File: src/rtl/mul_iter_chunked.sv
// Iterative chunk-decomposed multiplier: one CHUNK x CHUNK partial product per clock,
// accumulated into a 2*WIDTH register, with signed/unsigned mode and valid/ready on both sides.
module mul_iter_chunked #(
   parameter int unsigned WIDTH = 32,
   parameter int unsigned CHUNK = 16
) (
   input  logic               clk,
   input  logic               rst_n,
   input  logic               in_valid,
   output logic               in_ready,
   input  logic [WIDTH-1:0]   a,
   input  logic [WIDTH-1:0]   b,
   input  logic               signed_mode,
   output logic               out_valid,
   input  logic               out_ready,
   output logic [2*WIDTH-1:0] product,
   output logic               busy
);

   localparam int unsigned M  = WIDTH / CHUNK;
   localparam int unsigned N  = M * M;
   localparam int unsigned PW = 2 * WIDTH;
   localparam int unsigned KW = (N > 1) ? $clog2(N) : 1;
   localparam logic [KW-1:0] KLast = KW'(N - 1);

   typedef enum logic [1:0] {StIdle, StCalc, StDone} state_e;

   state_e            state_q, state_d;
   logic [WIDTH-1:0]  a_mag_q, a_mag_d;
   logic [WIDTH-1:0]  b_mag_q, b_mag_d;
   logic              neg_q, neg_d;
   logic [PW-1:0]     acc_q, acc_d;
   logic [KW-1:0]     k_q, k_d;
   logic [PW-1:0]     product_q, product_d;

   int unsigned       idx_i, idx_j;
   logic [CHUNK-1:0]  a_sl, b_sl;
   logic [2*CHUNK-1:0] pp;
   logic [PW-1:0]     pp_sh;
   logic [PW-1:0]     acc_sum;

   // Slice pair selected by k: i walks slices of a, j walks slices of b.
   always_comb begin
      idx_i   = 32'(k_q) / M;
      idx_j   = 32'(k_q) % M;
      a_sl    = CHUNK'(a_mag_q >> (idx_i * CHUNK));
      b_sl    = CHUNK'(b_mag_q >> (idx_j * CHUNK));
      pp      = {{CHUNK{1'b0}}, a_sl} * {{CHUNK{1'b0}}, b_sl};
      pp_sh   = PW'(pp) << ((idx_i + idx_j) * CHUNK);
      acc_sum = acc_q + pp_sh;
   end

   always_comb begin
      state_d   = state_q;
      a_mag_d   = a_mag_q;
      b_mag_d   = b_mag_q;
      neg_d     = neg_q;
      acc_d     = acc_q;
      k_d       = k_q;
      product_d = product_q;
      unique case (state_q)
         StIdle: begin
            if (in_valid) begin
               // Magnitudes are unsigned, so the most negative input becomes 2^(WIDTH-1).
               a_mag_d = (signed_mode && a[WIDTH-1]) ? -a : a;
               b_mag_d = (signed_mode && b[WIDTH-1]) ? -b : b;
               neg_d   = signed_mode & (a[WIDTH-1] ^ b[WIDTH-1]);
               acc_d   = '0;
               k_d     = '0;
               state_d = StCalc;
            end
         end
         StCalc: begin
            acc_d = acc_sum;
            k_d   = k_q + KW'(1);
            if (k_q == KLast) begin
               product_d = neg_q ? -acc_sum : acc_sum;
               state_d   = StDone;
            end
         end
         StDone: begin
            if (out_ready) begin
               state_d = StIdle;
            end
         end
         default: state_d = StIdle;
      endcase
   end

   always_ff @(posedge clk or negedge rst_n) begin
      if (!rst_n) begin
         state_q   <= StIdle;
         a_mag_q   <= '0;
         b_mag_q   <= '0;
         neg_q     <= 1'b0;
         acc_q     <= '0;
         k_q       <= '0;
         product_q <= '0;
      end else begin
         state_q   <= state_d;
         a_mag_q   <= a_mag_d;
         b_mag_q   <= b_mag_d;
         neg_q     <= neg_d;
         acc_q     <= acc_d;
         k_q       <= k_d;
         product_q <= product_d;
      end
   end

   assign in_ready  = (state_q == StIdle);
   assign out_valid = (state_q == StDone);
   assign busy      = (state_q != StIdle);
   assign product   = product_q;

endmodule
File: config.mk
export PLATFORM = sky130hd
export DESIGN_NAME = mul_iter_chunked
export DESIGN_NICKNAME = d
export VERILOG_FILES = /design/src/rtl/mul_iter_chunked.sv
export SDC_FILE = /design/constraint.sdc
export NUM_CORES = 1
export LEC_CHECK = 0
export ABC_AREA = 1
export ABC_CLOCK_PERIOD_IN_PS = 7900
export CORE_MARGIN = 4
export CORE_UTILIZATION = 61
export DETAILED_ROUTE_END_ITERATION = 8
export DONT_BUFFER_PORTS = 1
export GPL_ROUTABILITY_DRIVEN = 0
export PLACE_DENSITY = 0.8
export SETUP_SLACK_MARGIN = 0.15
export SLEW_MARGIN = 5
export SYNTH_ARGS = -nofsm -noshare
export SYNTH_HDL_FRONTEND = slang
export SYNTH_SLANG_ARGS = --single-unit
File: constraint.sdc
create_clock -name clk -period 7.9 [get_ports clk]
set_clock_uncertainty 0.1 [all_clocks]
set_input_delay 1.58 -clock clk [delete_from_list [all_inputs] [get_ports clk]]
set_output_delay 1.58 -clock clk [all_outputs]
set_load 0.01 [all_outputs]
==> results of run 1 <==
-- through the flow --
step	utilization (%)	setup TNS (ps)	hold slack, ps
after floorplan	-	-181	346
after global placement	73.6	-51400	365
after CTS	82.8	-28760	388
after detailed placement	73.6	-68030	369
-- logic make-up after synthesis --
logic type               share of synthesized area (%)
buffers and inverters                             12.4
adder cells (fa/ha/maj)                           22.8
XOR/XNOR                                          3.67
AO/OA/AOI/OAI                                     7.84
AND/OR/NAND/NOR                                   34.5
multiplexers                                    0.0803
flip-flops                                        18.6
-- metal layers --
layer / GRT overflow / GRT usage (%)
met4: 10 / 69.2
met3: 0 / 64.0
met5: 0 / 44.9
met2: 7 / 88.9
met1: 0 / 73.5
-- what timing repair did --
item	in CTS
buffers inserted	88
hold buffers	0
pin swaps	265
resized for setup	747
endpoints found under the setup margin	100
hold endpoints to repair	0
gates cloned	2
==> impl_results.md, run 1 <==
* Dpl hpwl at 77,500 um
* Die Width at 216 um
* Area leader, netlist: nand2_1
* DP Worst Slack at -1280 ps
* Synthesized Nets at 4,594
* Mapped Area at 26,500 um^2
* IO buf count at 0
* Placed cell areas at 31,700 um^2
* First Err: [ERROR GRT-0232] Routing congestion too high. Check the congestion heatmap in the GUI.
* Die Ht at 216 um
* Largest net degree at the start of global routing at 198
* Clock sinks at 197
* GRT Util Overall at 74.4%
* Maximum root-to-sink buffer count at 2
* Halt Stage: 5_1_grt
* Synth Warn # at 0
* Cts bufs inserted at 17
* Overflow after GRT at 17
* Ports at 136
* Register area share after synthesis at 18.6%
* Placed instance count at 5,188
* Post-synth EDFFs at 0
* Status: did not finish
* Initial core utilization at 61.6%
* Cells after Synth at 4,159
* CTS H-tree depth at 4
* Async set or reset register ratio after synthesis at 100%
* Top_reg_cell synth: dfrtp_1
* Yosys top cell area share at 19.7%
* Worst EP Category: register input
* Synth area leaders: nand2_1 20%, dfrtp_1 19%, fa_1 15%
* Syn_area_per_cell at 6.37 um^2
* Grt repair worst endpoint: product[57]$_DFFE_PN0P_/D
* Netlist cell types at 51
* #FFs+latches synth at 197
* Std-Cell Rows at 76
* Root Driver: clkbuf_16
* Synth cell count leaders: 1,390 x nand2_1, 749 x inv_1, 445 x nor2_1
* Count leader, synth: nand2_1
==> run 2, diff against run 1 <==
--- a/config.mk
+++ b/config.mk
@@ -6,14 +6,13 @@
 export NUM_CORES = 1
 export LEC_CHECK = 0
 export ABC_AREA = 1
-export ABC_CLOCK_PERIOD_IN_PS = 7900
+export ABC_CLOCK_PERIOD_IN_PS = 10300
 export CORE_MARGIN = 4
-export CORE_UTILIZATION = 61
+export CORE_UTILIZATION = 40
 export DETAILED_ROUTE_END_ITERATION = 8
 export DONT_BUFFER_PORTS = 1
 export GPL_ROUTABILITY_DRIVEN = 0
-export PLACE_DENSITY = 0.8
-export SETUP_SLACK_MARGIN = 0.15
+export PLACE_DENSITY_LB_ADDON = 0.15
 export SLEW_MARGIN = 5
 export SYNTH_ARGS = -nofsm -noshare
 export SYNTH_HDL_FRONTEND = slang
==> constraint.sdc (replaced) <==
create_clock -name clk -period 10.3 [get_ports clk]
set_clock_uncertainty 0.1 [all_clocks]
set_input_delay 2.06 -clock clk [delete_from_list [all_inputs] [get_ports clk]]
set_output_delay 2.06 -clock clk [all_outputs]
set_load 0.01 [all_outputs]
==> impl_results.md, run 2 <==
* Status: complete, no violations
* Vias at 26,506
* Initial core utilization at 40.3% (-21 points)
* Hold_sp: a_mag_q[4]
* Commonest non-fill, non-tap cell in the layout: nand2_1
* Slew margin rel. at 32.9%
* Mapped Area at 26,500 um^2 (unchanged)
* Die area at 70,400 um^2
* Kind of critical path: flip-flop to flip-flop
* CTS H-tree depth at 4 (unchanged)
* Ports at 136 (unchanged)
* Post-layout nets at 4,751
* First-pass GRT wire length at 148,000 um
* TritonCTS clock tree: done
* Final design utilization at 45.3%
* Worst hold slack at 391 ps
* Synth area leaders: nand2_1 20%, dfrtp_1 19%, fa_1 15%
* Fin area at 29,700 um^2
* Core Area at 65,600 um^2
* Root Driver: clkbuf_16
* M1 WL at 45,600 um
* Maximum root-to-sink buffer count at 2 (unchanged)
* Count leader, synth: nand2_1
* Clock-pin slew on the worst setup and hold paths at 80 ps
* Most frequent cells in the layout: 1,389 x nand2_1, 744 x inv_1, 436 x nor2_1
* Worst Setup SP: k_q[1]
* Placed cell areas at 28,800 um^2 (-9.0%)
* DRT Pass-1 Iters at 7
* Max-cap violation count at 0
* Final setup fails at 0
* DR vias/cell at 5.10
* #FFs+latches synth at 197 (unchanged)
* DR iter-0 viols at 2,653
* CTS Hold Buffers Added at 0 (unchanged)
* Final wirelength at 98,200 um
* Area leader, netlist: nand2_1
* IO buf count at 0 (unchanged)
* Synth cell count leaders: 1,390 x nand2_1, 749 x inv_1, 445 x nor2_1
* Worst r2r path cells at 41
* Crit path capture type: flip-flop
* Dpl hpwl at 81,700 um (+5.4%)
* Top_reg_cell synth: dfrtp_1
* GRT Util Overall at 27.5%
* Worst-Skew Late Latency at 510 ps
* Worst R2R End: product[34]
* Worst-Margin Slew at 1010 ps
* Wire per inst at 18.9 um
* Crit Path Max Fanout at 19
* Crit start category: flip-flop
* Cells after Synth at 4,159 (unchanged)
* Die Ht at 265 um (+23%)
* Reg2reg start: k_q[1]
* Area Growth Syn to Fin at 12.2%
* Final cycle utilization of the critical path at 95.3%
* Largest net degree at the start of global routing at 198
* Reg2Reg Setup Slack at 490 ps
* Overflow after GRT at 0
* FMAX at 102 MHz
* Critical Path RT at 10,560 ps
* Minimum clock period after layout at 9810 ps
* Crit path DAT at 10,070 ps
* Critical-path top delay cell: fa_1
* Post-synth EDFFs at 0 (unchanged)
* Vias in the first global route at 24,848
* Most used cell, CP: nand2_1
* Post-route ant nets at 0
* Std-Cell Rows at 94 (+24%)
* Max incr delay on CP at 570 ps
* Hold path depth at 2
* Share of cells above drive strength 1 at 10.3%
* HP Class: flip-flop to flip-flop
* DRC at 0
* Cts bufs inserted at 17 (unchanged)
* Yosys top cell area share at 19.7% (unchanged)
* Routed wl met3 at 9480 um
* Synthesized Nets at 4,594 (unchanged)
* Die Width at 265 um (+23%)
* Netlist cell types at 51 (unchanged)
* Initial antenna violation count at 0
* WL met2 at 40,000 um
* Async set or reset register ratio after synthesis at 100% (unchanged)
* Slew Viols, Final at 0
* Register area share after synthesis at 18.6% (unchanged)
* # fillers at 7,012
* End of the critical path: product[34]
* Synth Warn # at 0 (unchanged)
* Final hold viol count at 0
* Syn_area_per_cell at 6.37 um^2 (unchanged)
* Clock sinks at 197 (unchanged)
* Max layer used: met4
==> run 2: cell counts after synthesis <==
Identical to the previous run, type by type.
==> run 2: how the worst min path moves through the flow <==
stage | to
finish | a_mag_q[4]
global route | b_mag_q[23]
CTS | a_mag_q[3]
detailed placement | b_mag_q[22]
global placement | b_mag_q[9]
floorplan | a_mag_q[17]
==> run 2: cell type report <==
cell class	count	area, um^2	area share (%)
antenna	2	5.00	0.0168
sequential	197	4930	16.6
clock buffer	17	425	1.43
tap	864	1080	3.64
inverter	784	2950	9.93
timing repair inverter	1	7.51	0.0253
multi-input combinational	3090	18400	61.9
clock inverter	15	215	0.724
timing repair buffer	225	1710	5.76
==> run 2: cells by family after synthesis <==
group / Yosys count / synth area share (%)
adder cells (fa/ha/maj): 366 / 22.8
flip-flops: 197 / 18.6
XOR/XNOR: 111 / 3.67
AO/OA/AOI/OAI: 396 / 7.84
AND/OR/NAND/NOR: 2215 / 34.5
buffers and inverters: 872 / 12.4
multiplexers: 2 / 0.0803
==> run 2: metal layers <==
layer | global-route usage, % | vias to the layer above
met5 | 0 | -
met4 | 8.61 | 0
met3 | 5.98 | 129
met2 | 39.4 | 1045
met1 | 41.3 | 12372
li1 | - | 12960
==> run 2: repair_timing <==
item,CTS,global route
buffers inserted,0,12
endpoints found under the setup margin,0,40
gates resized for setup,0,49
==> run 2: stage by stage <==
stage	setup slack (ps)	TNS (ps)	std cells
2_1_floorplan	1730	0	4159
3_3_place_gp	106	0	5147
3_5_place_dp	184	0	5147
4_1_cts	137	0	5179
5_1_grt	-14.9	-14.9	5193
6_report	488	0	5195
==> run 2: worst max-delay path: cells and delay by family (launching register included) <==
kind / cells / cell delay, ps
and+or+nand+nor: 16 / 2120
buffers and inverters: 8 / 1160
AOI/OAI and AO/OA: 7 / 1530
xor gates and xnor gates: 2 / 420
adders and majority gates: 8 / 3820
DFF: 1 / 460
Power of run 2 is left out: the tool's default activity adds up to more than one toggle a clock period on the data nets, which glitch-free logic cannot reach.
